[config.mk]
export PLATFORM = sky130hd
export DESIGN_NAME = moving_avg_n_flat
export DESIGN_NICKNAME = d
export VERILOG_FILES = /design/src/rtl/moving_avg_pkg.sv /design/src/rtl/moving_avg_if.sv /design/src/rtl/seq_sdiv.sv /design/src/rtl/moving_avg_n.sv /design/src/flat_wrapper.sv
export SDC_FILE = /design/constraint.sdc
export NUM_CORES = 1
export LEC_CHECK = 0
export ABC_AREA = 1
export ABC_CLOCK_PERIOD_IN_PS = 6900
export CAP_MARGIN = 40
export CORE_UTILIZATION = 35
export DETAILED_ROUTE_END_ITERATION = 16
export SLEW_MARGIN = 0
export SYNTH_ARGS = -nofsm -noshare
export SYNTH_HDL_FRONTEND = slang
export SYNTH_SLANG_ARGS = --single-unit
[constraint.sdc]
create_clock -name clk_i -period 6.9 [get_ports clk_i]
set_clock_uncertainty 0.05 [all_clocks]
set_input_delay 1.38 -clock clk_i [delete_from_list [all_inputs] [get_ports clk_i]]
set_output_delay 1.38 -clock clk_i [all_outputs]
set_load 0.005 [all_outputs]
[src/rtl/moving_avg_pkg.sv]
// Shared types and elaboration helpers for the moving-average filter.
// Holds the FSM state enum, the running-sum width function and the
// legal parameter ranges checked when moving_avg_n elaborates.
package moving_avg_pkg;

  typedef enum logic [1:0] {
    ST_IDLE = 2'd0,
    ST_DIV  = 2'd1,
    ST_OUT  = 2'd2
  } state_e;

  localparam int DATA_W_MIN = 4;
  localparam int DATA_W_MAX = 16;
  localparam int DEPTH_MIN  = 2;
  localparam int DEPTH_MAX  = 16;

  // Width of the running sum: DEPTH samples of DATA_W bits never overflow it.
  function automatic int sum_w(input int data_w, input int depth);
    return data_w + $clog2(depth);
  endfunction

endpackage

[src/rtl/moving_avg_if.sv]
// Sample-in / average-out bus of the moving-average filter.
//
// Handshake: each direction is a valid/ready pair. A transfer happens on a
// rising clock edge where valid and ready are both high. Once valid is
// raised, it and its data stay stable until the transfer happens; only a
// clear or a reset may withdraw it. Ready never depends combinationally on
// the valid of the same pair.
interface moving_avg_if #(
  parameter int DATA_W = 8,
  parameter int DEPTH  = 4
) ();

  localparam int CNT_W = $clog2(DEPTH + 1);

  logic                     valid_i;
  logic                     ready_o;
  logic signed [DATA_W-1:0] sample_i;
  logic                     valid_o;
  logic                     ready_i;
  logic signed [DATA_W-1:0] data_o;
  logic [CNT_W-1:0]         count_o;

  // The filter side.
  modport slave (
    input  valid_i, sample_i, ready_i,
    output ready_o, valid_o, data_o, count_o
  );

  // The sampler/consumer side.
  modport master (
    output valid_i, sample_i, ready_i,
    input  ready_o, valid_o, data_o, count_o
  );

endinterface

[src/rtl/seq_sdiv.sv]
// W-bit signed iterative divider: restoring division on magnitudes, one
// quotient bit per clock, sign applied at the end (truncates toward zero).
// start_i loads the operands and already performs the first step, so the
// registered quotient and a one-cycle done_o pulse appear W cycles after
// the start cycle. clear_i aborts an operation in flight.
module seq_sdiv #(
  parameter int W = 10
) (
  input  logic                clk_i,
  input  logic                rst_ni,
  input  logic                clear_i,
  input  logic                start_i,
  input  logic signed [W-1:0] dividend_i,
  input  logic signed [W-1:0] divisor_i,
  output logic                busy_o,
  output logic                done_o,
  output logic signed [W-1:0] quotient_o
);

  localparam int CNT_W = $clog2(W + 1);

  logic [W-1:0]     rem_q;
  logic [W-1:0]     quo_q;
  logic [W-1:0]     den_q;
  logic             neg_q;
  logic [CNT_W-1:0] cnt_q;
  logic             busy_q;
  logic             done_q;
  logic [W-1:0]     quot_q;

  logic [W-1:0] a_u;
  logic [W-1:0] b_u;
  logic [W-1:0] abs_a;
  logic [W-1:0] abs_b;
  logic         neg_in;
  logic [W-1:0] rem_in;
  logic [W-1:0] quo_in;
  logic [W-1:0] den_in;
  logic [W:0]   shifted;
  logic [W:0]   diff;
  logic [W-1:0] rem_nx;
  logic [W-1:0] quo_nx;
  logic [W-1:0] quo_signed;

  assign a_u   = dividend_i;
  assign b_u   = divisor_i;
  // The most negative dividend maps to 2^(W-1), which still fits unsigned.
  assign abs_a = a_u[W-1] ? (~a_u + W'(1)) : a_u;
  assign abs_b = b_u[W-1] ? (~b_u + W'(1)) : b_u;

  // One restoring step, fed from fresh operands on start or from the registers.
  always_comb begin
    rem_in = rem_q;
    quo_in = quo_q;
    den_in = den_q;
    neg_in = neg_q;
    if (start_i) begin
      rem_in = '0;
      quo_in = abs_a;
      den_in = abs_b;
      neg_in = a_u[W-1] ^ b_u[W-1];
    end
    shifted = {rem_in, quo_in[W-1]};
    diff    = shifted - {1'b0, den_in};
    if (!diff[W]) begin
      rem_nx = diff[W-1:0];
      quo_nx = {quo_in[W-2:0], 1'b1};
    end else begin
      rem_nx = shifted[W-1:0];
      quo_nx = {quo_in[W-2:0], 1'b0};
    end
    quo_signed = neg_in ? (~quo_nx + W'(1)) : quo_nx;
  end

  // Iteration registers, step counter and the done pulse.
  always_ff @(posedge clk_i or negedge rst_ni) begin
    if (!rst_ni) begin
      rem_q  <= '0;
      quo_q  <= '0;
      den_q  <= '0;
      neg_q  <= 1'b0;
      cnt_q  <= '0;
      busy_q <= 1'b0;
      done_q <= 1'b0;
      quot_q <= '0;
    end else if (clear_i) begin
      cnt_q  <= '0;
      busy_q <= 1'b0;
      done_q <= 1'b0;
    end else begin
      done_q <= 1'b0;
      if (start_i) begin
        rem_q  <= rem_nx;
        quo_q  <= quo_nx;
        den_q  <= den_in;
        neg_q  <= neg_in;
        cnt_q  <= CNT_W'(W - 1);
        busy_q <= 1'b1;
      end else if (busy_q) begin
        rem_q <= rem_nx;
        quo_q <= quo_nx;
        cnt_q <= cnt_q - CNT_W'(1);
        if (cnt_q == CNT_W'(1)) begin
          busy_q <= 1'b0;
          done_q <= 1'b1;
          quot_q <= quo_signed;
        end
      end
    end
  end

  assign busy_o     = busy_q;
  assign done_o     = done_q;
  assign quotient_o = quot_q;

endmodule

[src/rtl/moving_avg_n.sv]
// Handshaked moving-average filter over the last DEPTH signed samples.
// A circular buffer and a running sum are updated on every accepted sample;
// the average is produced by seq_sdiv and held on data_o until consumed.
// Optional feature macro: MOVAVG_WARMUP_EN. When defined, every sample
// yields an output and the divisor is the current fill count; otherwise
// output starts once the window is full and the divisor is always DEPTH.
module moving_avg_n
  import moving_avg_pkg::*;
#(
  parameter int DATA_W = 8,
  parameter int DEPTH  = 4
) (
  input  logic         clk_i,
  input  logic         rst_ni,
  input  logic         clear_i,
  moving_avg_if.slave  bus,
  output logic [1:0]   state_o
);

  localparam int SUM_W = sum_w(DATA_W, DEPTH);
  localparam int CNT_W = $clog2(DEPTH + 1);
  localparam int PTR_W = $clog2(DEPTH);

  localparam logic [1:0] IDLE = ST_IDLE;
  localparam logic [1:0] DIV  = ST_DIV;
  localparam logic [1:0] OUT  = ST_OUT;

  if (DATA_W < DATA_W_MIN || DATA_W > DATA_W_MAX) begin : g_bad_data_w
    $error("moving_avg_n: DATA_W must be within 4..16");
  end
  if (DEPTH < DEPTH_MIN || DEPTH > DEPTH_MAX) begin : g_bad_depth
    $error("moving_avg_n: DEPTH must be within 2..16");
  end

  logic [1:0]               state_q;
  logic signed [DATA_W-1:0] buffer_q [DEPTH];
  logic signed [SUM_W-1:0]  sum_q;
  logic [CNT_W-1:0]         count_q;
  logic [PTR_W-1:0]         wr_ptr_q;
  logic signed [DATA_W-1:0] data_q;

  logic                     accept;
  logic                     full;
  logic signed [DATA_W-1:0] oldest;
  logic signed [SUM_W-1:0]  sample_ext;
  logic signed [SUM_W-1:0]  oldest_ext;
  logic signed [SUM_W-1:0]  sum_nx;
  logic [CNT_W-1:0]         count_nx;
  logic [PTR_W-1:0]         wr_ptr_nx;
  logic                     go_div;
  logic                     div_start;
  logic signed [SUM_W-1:0]  divisor;
  logic                     div_busy;
  logic                     div_done;
  logic signed [SUM_W-1:0]  div_quot;

  // Window bookkeeping for the sample that would be accepted this cycle.
  always_comb begin
    accept     = (state_q == IDLE) && !div_busy && bus.valid_i;
    full       = (count_q == CNT_W'(DEPTH));
    oldest     = buffer_q[wr_ptr_q];
    sample_ext = {{(SUM_W - DATA_W){bus.sample_i[DATA_W-1]}}, bus.sample_i};
    oldest_ext = {{(SUM_W - DATA_W){oldest[DATA_W-1]}}, oldest};
    // Once the window is full the slot about to be overwritten leaves the sum.
    sum_nx     = sum_q + sample_ext - (full ? oldest_ext : '0);
    count_nx   = full ? count_q : count_q + CNT_W'(1);
    wr_ptr_nx  = (wr_ptr_q == PTR_W'(DEPTH - 1)) ? '0 : wr_ptr_q + PTR_W'(1);
`ifdef MOVAVG_WARMUP_EN
    go_div     = 1'b1;
    divisor    = {{(SUM_W - CNT_W){1'b0}}, count_nx};
`else
    go_div     = (count_nx == CNT_W'(DEPTH));
    divisor    = SUM_W'(DEPTH);
`endif
    div_start  = accept && go_div && !clear_i;
  end

  seq_sdiv #(
    .W (SUM_W)
  ) u_div (
    .clk_i      (clk_i),
    .rst_ni     (rst_ni),
    .clear_i    (clear_i),
    .start_i    (div_start),
    .dividend_i (sum_nx),
    .divisor_i  (divisor),
    .busy_o     (div_busy),
    .done_o     (div_done),
    .quotient_o (div_quot)
  );

  // FSM, running sum, fill count, write pointer and the held result.
  always_ff @(posedge clk_i or negedge rst_ni) begin
    if (!rst_ni) begin
      state_q  <= IDLE;
      sum_q    <= '0;
      count_q  <= '0;
      wr_ptr_q <= '0;
      data_q   <= '0;
    end else if (clear_i) begin
      state_q  <= IDLE;
      sum_q    <= '0;
      count_q  <= '0;
      wr_ptr_q <= '0;
    end else begin
      case (state_q)
        IDLE: begin
          if (accept) begin
            sum_q    <= sum_nx;
            count_q  <= count_nx;
            wr_ptr_q <= wr_ptr_nx;
            state_q  <= go_div ? DIV : IDLE;
          end
        end
        DIV: begin
          // The average always fits DATA_W, so the low bits are the result.
          if (div_done) begin
            data_q  <= DATA_W'(div_quot);
            state_q <= OUT;
          end
        end
        OUT: begin
          if (bus.ready_i) begin
            state_q <= IDLE;
          end
        end
        default: state_q <= IDLE;
      endcase
    end
  end

  // Sample storage; cleared slots are ignored because count gates their use.
  always_ff @(posedge clk_i or negedge rst_ni) begin
    if (!rst_ni) begin
      for (int i = 0; i < DEPTH; i++) begin
        buffer_q[i] <= '0;
      end
    end else if (!clear_i && accept) begin
      buffer_q[wr_ptr_q] <= bus.sample_i;
    end
  end

  assign bus.ready_o = (state_q == IDLE) && !div_busy;
  assign bus.valid_o = (state_q == OUT);
  assign bus.data_o  = data_q;
  assign bus.count_o = count_q;
  assign state_o     = state_q;

endmodule

[src/flat_wrapper.sv]
// flat-port wrapper written by rule: the top's interface ports become plain ports
module moving_avg_n_flat import moving_avg_pkg::*;
#(
  parameter int DATA_W = 8,
  parameter int DEPTH  = 4
)
  (clk_i, rst_ni, clear_i, state_o, bus_valid_i, bus_sample_i, bus_ready_i, bus_ready_o, bus_valid_o, bus_data_o, bus_count_o);
  moving_avg_if #(.DATA_W(DATA_W), .DEPTH(DEPTH)) bus_i ();
  input  logic clk_i;
  input  logic rst_ni;
  input  logic clear_i;
  output logic [1:0] state_o;
  input wire logic [$bits(bus_i.valid_i)-1:0] bus_valid_i;
  input wire logic [$bits(bus_i.sample_i)-1:0] bus_sample_i;
  input wire logic [$bits(bus_i.ready_i)-1:0] bus_ready_i;
  output wire logic [$bits(bus_i.ready_o)-1:0] bus_ready_o;
  output wire logic [$bits(bus_i.valid_o)-1:0] bus_valid_o;
  output wire logic [$bits(bus_i.data_o)-1:0] bus_data_o;
  output wire logic [$bits(bus_i.count_o)-1:0] bus_count_o;
  assign bus_i.valid_i = bus_valid_i;
  assign bus_i.sample_i = bus_sample_i;
  assign bus_i.ready_i = bus_ready_i;
  assign bus_ready_o = bus_i.ready_o;
  assign bus_valid_o = bus_i.valid_o;
  assign bus_data_o = bus_i.data_o;
  assign bus_count_o = bus_i.count_o;
  moving_avg_n #(.DATA_W(DATA_W), .DEPTH(DEPTH)) u_core (.clk_i(clk_i), .rst_ni(rst_ni), .clear_i(clear_i), .bus(bus_i), .state_o(state_o));
endmodule
==> results of run 1 <==
worst max-delay path, stage by stage:
cell             delay (ns)
clkdlybuf4s50_1        0.45
inv_1                  0.09
fa_1                   0.54
inv_1                  0.04
ha_1                   0.37
a21oi_1                0.29
or2_1                  0.14
nand3_1                0.07
nand2_1                0.11
nand2_1                0.06
a21oi_1                0.15
xor2_1                 0.28
a22oi_1                0.20
ha_1                   0.27
fa_1                   0.43
inv_1                  0.09
nand3_1                0.08
nand3_1                0.16
inv_1                  0.06
nand2_1                0.09
nand2_4                0.10
inv_2                  0.16
nand2_1                0.09
xnor2_1                0.14
o21ai_1                0.07
where the power goes:
part	internal, W	total, W	switching (W)	leakage, nW
clock	0.000278	0.000503	0.000224	0.137
sequential	0.000719	0.000778	0.0000586	1.34
combinational	0.000413	0.00112	0.000706	2.04
layer usage:
layer,vias up,global-route usage,share of wire
met4,0,0.0655,0.014
met5,-,0,0
met3,10,0.0224,0.016
met1,2261,0.199,0.49
li1,2554,-,-
met2,32,0.261,0.48
state kept, by name, summed over array words and instances (netlist names), 2 cells and up:
register	flops
u_core.buffer_q	32
u_core.sum_q	10
u_core.u_div.den_q	10
u_core.u_div.quo_q	10
u_core.u_div.rem_q	10
u_core.bus.data_o	8
u_core.u_div.quotient_o	8
u_core.u_div.cnt_q	4
u_core.bus.count_o	3
u_core.state_o	2
u_core.wr_ptr_q	2
through the flow:
stage	cell area [um^2]	power, W
6_report	7040	0.00240
5_1_grt	7040	0.00262
4_1_cts	7040	0.00243
3_5_place_dp	6750	0.00191
3_3_place_gp	6720	0.00189
2_1_floorplan	6270	0.00169
cell families after synthesis:
| logic type | share of synthesized area |
|---|---|
| compound gates | 0.129 |
| xor+xnor | 0.0196 |
| fa+ha+maj | 0.0918 |
| buf+inv | 0.0870 |
| flops | 0.407 |
| mux | 0.0108 |
| simple gates | 0.255 |
final timing paths:
path                                        from                          to  slack, ns  cells after the start
hold / removal             u_core.u_div.den_q[2]       u_core.u_div.den_q[2]       0.40                      2
min in group asynchronous                 rst_ni          u_core.buffer_q[9]       0.92                      1
hold reg to reg            u_core.u_div.den_q[2]       u_core.u_div.den_q[2]       0.40                      2
setup reg to reg              u_core.wr_ptr_q[1]  u_core.u_div.quotient_o[1]       1.31                     29
setup / recovery                 bus_sample_i[3]  u_core.u_div.quotient_o[1]       1.16                     25
max in group asynchronous                 rst_ni             u_core.sum_q[0]       4.99                      3
layout by cell type, fill, tap and decap left out, types with 5 or more instances in the layout:
| master | n |
|---|---|
| a21oi_1 | 26 |
| clkbuf_16 | 9 |
| clkdlybuf4s50_1 | 26 |
| dfrtp_1 | 102 |
| fa_1 | 10 |
| ha_1 | 30 |
| inv_1 | 103 |
| inv_2 | 7 |
| mux2_2 | 6 |
| nand2_1 | 178 |
| nand2_2 | 14 |
| nand3_1 | 43 |
| nand4_1 | 6 |
| nor2_1 | 63 |
| nor2_2 | 6 |
| o211ai_1 | 5 |
| o21ai_0 | 72 |
| o21ai_1 | 13 |
| o22ai_1 | 11 |
| xor2_1 | 10 |
cell type report:
cell class,count,area (um^2),area share
Multi-Input combinational cell,542,3170,0.451
Sequential cell,102,2550,0.363
Inverter,114,430,0.0612
Timing Repair Buffer,30,310,0.0441
Tap cell,225,282,0.0400
Clock buffer,9,225,0.0320
Clock inverter,6,63.8,0.00907
==> flow_summary.json, run 1 <==
{
  "row_count": 48,
  "antenna_found_initial": 0,
  "hold_violations": 0,
  "ir_worst_vdd_mv": 0.149,
  "core_um2": 17400,
  "grt_pass1_vias": 4847,
  "clockBufferDepth": 2,
  "nets": 852,
  "seq_area_frac_synth": 0.407,
  "cts_sinks": 102,
  "io_pins": 28,
  "whs_ns": 0.401,
  "cts_tree": "built",
  "drt_iter0_markers": 245,
  "synth_edf_count": 0,
  "syn_nets": 831,
  "ys_types": 48,
  "grtUsageTotal": 0.155,
  "fin_cells": 1028,
  "fin_tns_setup_ns": 0,
  "n_fill_cell": 1798,
  "async_reset_ff_frac": 1.00,
  "grt_start_max_net_pins": 65,
  "syn_avg_cell_area_um2": 8.06,
  "area_growth_pct": 12.2,
  "drive_gt1_frac": 0.0971,
  "synthTopCellsByCount": "178 x nand2_1, 103 x inv_1, 102 x dfrtp_1",
  "route.detailed.drc": 0,
  "cp_max_fo": 11,
  "path_clk_slew_ns": 0.07,
  "syn_area_um2": 6270,
  "yosys.area.top_type": "dfrtp_1",
  "worst_pin_slew_ns": 0.745,
  "clk_latency_ns": 0.35,
  "ys_warn_count": 0,
  "maxCapViolCount": 0,
  "die_w_um": 136,
  "die_area_um2": 18500,
  "antenna_cells": 0,
  "place_congestion": 0.823,
  "synth-seq-cells": 102,
  "htreeDepth": 3,
  "drt-pass1-iter-count": 4,
  "hp-class": "reg -> reg",
  "overflow": 0,
  "power_leakage_nw": 3.52,
  "post-dp-hpwl_um": 9470,
  "cts_setup_buffers": 0,
  "yosysMostFrequentCell": "nand2_1",
  "fp.dieH_um": 136,
  "ctsResizeCount": 0,
  "rsz0062_at_grt": "false",
  "critPathKind": "in -> reg",
  "start_kind": "primary input",
  "final_util": 0.404,
  "status": "completed",
  "required_ns": 7.09,
  "start_util": 0.360,
  "synth_flop_cell": "dfrtp_1",
  "syn_inst": 778,
  "io_buffers": 27,
  "wl_um": 12900,
  "cts_buffers": 9,
  "endpoint_kind": "flip-flop",
  "place_ws_ns": 0.779,
  "ant_nets": 0,
  "routedWlPerCell_um": 12.5,
  "slew_viol_final": 0,
  "finalCritPeriodShare": 0.832,
  "max_freq_ghz": 0.174,
  "vias_per_cell": 4.72,
  "slew_headroom": 0.503,
  "root_buffer": "clkbuf_16",
  "min_period_ns": 5.74,
  "setup_violations": 0,
  "yosysTopAreaCellShare": 0.407,
  "p_per_area_nw_per_um2": 341,
  "ys_top_cells_by_area": "dfrtp_1 41%, nand2_1 11%, inv_1 6.2%",
  "numPlacedInstances": 1013,
  "holdBufCountCts": 0,
  "finalWorstSetupSlack_ns": 1.16,
  "grt_pass1_wl_um": 22600,
  "critPathArrivalTime_ns": 5.92,
  "dr_total_vias": 4857
}
No activity file was read; power rests on OpenSTA's default activity.
==> inputs of run 2 (changes only) <==
- ABC_CLOCK_PERIOD_IN_PS: 6900 -> 5200
- clock period: 6.9 -> 5.2 ns (I/O delays scaled with it)
==> run 2 against run 1 <==
  * Hold slack better by 0.0021 ns
  * Sequential share of layout area down 1.9 points
  * Combinational power up 59%
  * Register-to-register slack worse by 0.88 ns
  * Core utilization up 2.3 points
  * Clock power up 30%
  * Highest routed layer unchanged
==> flow_summary.json, run 2 (same netlist as run 1, synthesis figures left out) <==
{
  "path_clk_slew_ns": 0.07,
  "cp_max_fo": 8,
  "layout_commonest_cell": "nand2_1",
  "nets": 893,
  "root_buffer": "clkbuf_16",
  "min_period_ns": 4.90,
  "routedWlPerCell_um": 12.7,
  "grtUsageTotal": 0.160,
  "critPathArrivalTime_ns": 5.09,
  "holdBufCountCts": 0,
  "wl_um": 13600,
  "maxCapViolCount": 0,
  "cts_tree": "built",
  "slew_viol_final": 0,
  "r2r_cells": 27,
  "grt_pass1_wl_um": 23500,
  "ir_worst_vdd_mv": 0.214,
  "grt_start_max_net_pins": 65,
  "endpoint_kind": "flip-flop",
  "power_leakage_nw": 3.72,
  "fp.dieH_um": 136,
  "worstHoldPathCells": 2,
  "antenna_found_initial": 0,
  "slew_headroom": 0.497,
  "drive_gt1_frac": 0.163,
  "vias_per_cell": 4.75,
  "critPathKind": "in -> reg",
  "htreeDepth": 3,
  "hp-class": "reg -> reg",
  "finalWorstSetupSlack_ns": 0.305,
  "multi_input_area_um2": 3270,
  "rsz0062_at_grt": "false",
  "layout_common_cells": "177 x nand2_1, 102 x dfrtp_1, 101 x inv_1",
  "area_growth_pct": 18.6,
  "cp_slowest_stage_delay_ns": 0.53,
  "place_ws_ns": -0.311,
  "row_count": 48,
  "dr_total_vias": 5085,
  "worst_pin_slew_ns": 0.754,
  "hold_violations": 0,
  "core_um2": 17400,
  "largest_reg_flops": 32,
  "die_area_um2": 18500,
  "p_per_area_nw_per_um2": 466,
  "grt_pass1_vias": 5022,
  "drt_iter0_markers": 241,
  "setup_violations": 0,
  "drt-pass1-iter-count": 4,
  "overflow": 0,
  "antenna_cells": 0,
  "max_freq_ghz": 0.204,
  "placement.cell_area_um2": 7050,
  "fin_area_um2": 7430,
  "cts_sinks": 102,
  "post-dp-hpwl_um": 10100,
  "required_ns": 5.40,
  "io_pins": 28,
  "status": "completed",
  "finalCritPeriodShare": 0.941,
  "finalPower_w": 0.00346,
  "place_congestion": 0.861,
  "start_util": 0.360,
  "io_buffers": 27,
  "route.detailed.drc": 0,
  "ant_nets": 0,
  "cp_slowest_cell": "fa_1",
  "clk_latency_ns": 0.36,
  "start_kind": "primary input",
  "cts_buffers": 9,
  "whs_ns": 0.403,
  "clockBufferDepth": 2,
  "seq_area_um2": 2550,
  "n_fill_cell": 1783,
  "top_register": "u_core.buffer_q",
  "die_w_um": 136
}
==> run 2: layout make-up <==
cell class / count / share of cell area
inverters: 114 / 0.0587
clock buffers: 9 / 0.0303
multi-input cells: 542 / 0.439
clock inverters: 7 / 0.00724
flip-flops and latches: 102 / 0.343
well taps: 225 / 0.0379
repair buffers: 71 / 0.0831
==> run 2: power breakdown <==
part | switching, W | internal (W)
sequential | 0.0000751 | 0.000954
clock | 0.000323 | 0.000332
combinational | 0.00102 | 0.000758
total | 0.00142 | 0.00204
==> run 2: critical path: cells and delay by family <==
family                     cells  cell delay (ns)
and+or+nand+nor               18             1.77
AOI/OAI and AO/OA              1             0.09
adders and majority gates      4             1.41
buffers and inverters          5             0.75
==> run 2: what timing repair did <==
action / in CTS / in global routing
setup buffers: 0 / 1
gates resized for setup: 0 / 22
endpoints found under the setup margin: 0 / 19
==> run 2: final timing paths <==
kind | from | endpoint | slack (ns)
max | bus_sample_i[7] | u_core.u_div.quotient_o[7] | 0.30
min | u_core.u_div.den_q[2] | u_core.u_div.den_q[2] | 0.40
max reg2reg | u_core.bus.count_o[1] | u_core.u_div.quotient_o[7] | 0.43
min reg2reg | u_core.u_div.den_q[2] | u_core.u_div.den_q[2] | 0.40
max in group asynchronous | rst_ni | u_core.bus.count_o[0] | 4.01
min in group asynchronous | rst_ni | u_core.buffer_q[17] | 0.44
==> run 2: per-layer routing <==
metal | global-route usage | routed length (um)
met4 | 0.0518 | 160
met1 | 0.210 | 6770
met5 | 0 | 0
met2 | 0.266 | 6350
met3 | 0.0283 | 321
==> run 2: per-stage QoR <==
stage               cells   util  TNS [ns]
CTS                  1069  0.421         0
detailed placement   1053  0.405     -4.12
global placement     1052  0.403     -2.64
global route         1070  0.427         0
floorplan             778      -         0
finish               1070  0.427         0
==> inputs of run 3 (changes only) <==
- ABC_CLOCK_PERIOD_IN_PS: 5200 -> 5600
- PLACE_DENSITY: default -> 0.53
- clock period: 5.2 -> 5.6 ns (I/O delays scaled with it)
==> run 3 against run 2 <==
  * Hold slack got worse by 0.00068 ns
  * Sequential share of layout area rose by 0.65 points
  * Global-route usage rose by 1.2 points
  * Critical path depth fell by 1
==> flow_summary.json, run 3 (same netlist as run 1, synthesis figures left out) <==
{
  "seq_area_um2": 2550,
  "io_pins": 28,
  "top_register": "u_core.buffer_q",
  "finalCritPeriodShare": 0.922,
  "r2r_cells": 28,
  "finalWorstSetupSlack_ns": 0.435,
  "die_area_um2": 18500,
  "maxCapViolCount": 0,
  "worst_pin_slew_ns": 0.780,
  "drt_iter0_markers": 194,
  "p_per_area_nw_per_um2": 436,
  "required_ns": 5.78,
  "critPathKind": "in -> reg",
  "numPlacedInstances": 1043,
  "power_leakage_nw": 3.67,
  "cts_tree": "built",
  "hold_violations": 0,
  "holdBufCountCts": 0,
  "htreeDepth": 3,
  "grt_start_max_net_pins": 40,
  "hp-class": "reg -> reg",
  "n_fill_cell": 1775,
  "nets": 882,
  "die_w_um": 136,
  "slew_headroom": 0.479,
  "layout_commonest_cell": "nand2_1",
  "root_buffer": "clkbuf_16",
  "multi_input_area_um2": 3190,
  "cts_buffers": 9,
  "vias_per_cell": 4.71,
  "wl_um": 14300,
  "critPathArrivalTime_ns": 5.35,
  "place_congestion": 0.819,
  "antenna_found_initial": 0,
  "fin_tns_setup_ns": 0,
  "dr_total_vias": 4993,
  "cp_slowest_cell": "fa_1",
  "max_freq_ghz": 0.194,
  "status": "completed",
  "place_ws_ns": 0.0215,
  "drt-pass1-iter-count": 4,
  "layout_common_cells": "178 x nand2_1, 103 x inv_1, 102 x dfrtp_1",
  "whs_ns": 0.403,
  "cts_sinks": 102,
  "grt_pass1_wl_um": 24600,
  "grt_pass1_vias": 5010,
  "area_growth_pct": 16.4,
  "rsz0062_at_grt": "false",
  "core_um2": 17400,
  "min_period_ns": 5.16,
  "clockBufferDepth": 2,
  "routedWlPerCell_um": 13.5,
  "drive_gt1_frac": 0.133,
  "ant_nets": 0,
  "overflow": 0,
  "start_util": 0.360,
  "setup_violations": 0,
  "route.detailed.drc": 0,
  "cts_setup_buffers": 0,
  "endpoint_kind": "flip-flop",
  "slew_viol_final": 0,
  "antenna_cells": 0,
  "cp_max_fo": 9,
  "worstHoldPathCells": 2,
  "io_buffers": 27,
  "ir_worst_vdd_mv": 0.218,
  "start_kind": "primary input",
  "fin_cells": 1059,
  "cp_slowest_stage_delay_ns": 0.55,
  "fp.dieH_um": 136,
  "post-dp-hpwl_um": 10600,
  "path_clk_slew_ns": 0.07,
  "grtUsageTotal": 0.172,
  "row_count": 48,
  "clk_latency_ns": 0.36,
  "largest_reg_flops": 32
}
-- run 3: metal layers --
metal / vias up / global-route usage / share of wire
li1: 2606 / - / -
met1: 2325 / 0.236 / 0.50
met2: 44 / 0.268 / 0.46
met3: 18 / 0.0317 / 0.022
met4: 0 / 0.0637 / 0.018
met5: - / 0 / 0
-- run 3: report_power, final --
group          internal (W)  switching [W]
clock              0.000393       0.000287
sequential         0.000886      0.0000712
combinational      0.000622       0.000925
-- run 3: area by class of cell --
class / count / area share
clock buffer: 11 / 0.0319
clock inverter: 5 / 0.0111
inverter: 114 / 0.0593
multi-input combinational: 542 / 0.437
sequential: 102 / 0.350
tap: 225 / 0.0386
timing repair buffer: 60 / 0.0724
-- run 3: stage by stage --
stage	util	total power (W)	area, um^2
2_1_floorplan	-	0.00208	6270
3_3_place_gp	0.399	0.00250	6940
3_5_place_dp	0.400	0.00250	6960
4_1_cts	0.418	0.00321	7280
5_1_grt	0.419	0.00348	7300
6_report	0.419	0.00318	7300
-- run 3: what timing repair did --
item | in CTS | in global routing
hold endpoints to repair | 0 | 0
gates resized for setup | 0 | 5
setup endpoints to repair | 0 | 6
-- run 3: path summary, 6_finish.rpt --
kind	slack (ns)	end	startpoint
worst max-delay path	0.44	u_core.u_div.quotient_o[5]	bus_sample_i[7]
worst min-delay path	0.40	u_core.u_div.den_q[2]	u_core.u_div.den_q[2]
worst min register to register	0.40	u_core.u_div.den_q[2]	u_core.u_div.den_q[2]
min in group asynchronous	0.63	u_core.buffer_q[4]	rst_ni
worst max register to register	0.63	u_core.u_div.quotient_o[5]	u_core.wr_ptr_q[0]
max in group asynchronous	3.75	u_core.u_div.rem_q[6]	rst_ni
-- run 3: worst max-delay path, delay by kind of cell --
kind | cells | cell delay, ns
AO/OA/AOI/OAI | 3 | 0.39
adder cells (fa/ha/maj) | 4 | 1.52
AND/OR/NAND/NOR | 14 | 1.40
buffers and inverters | 6 | 0.86
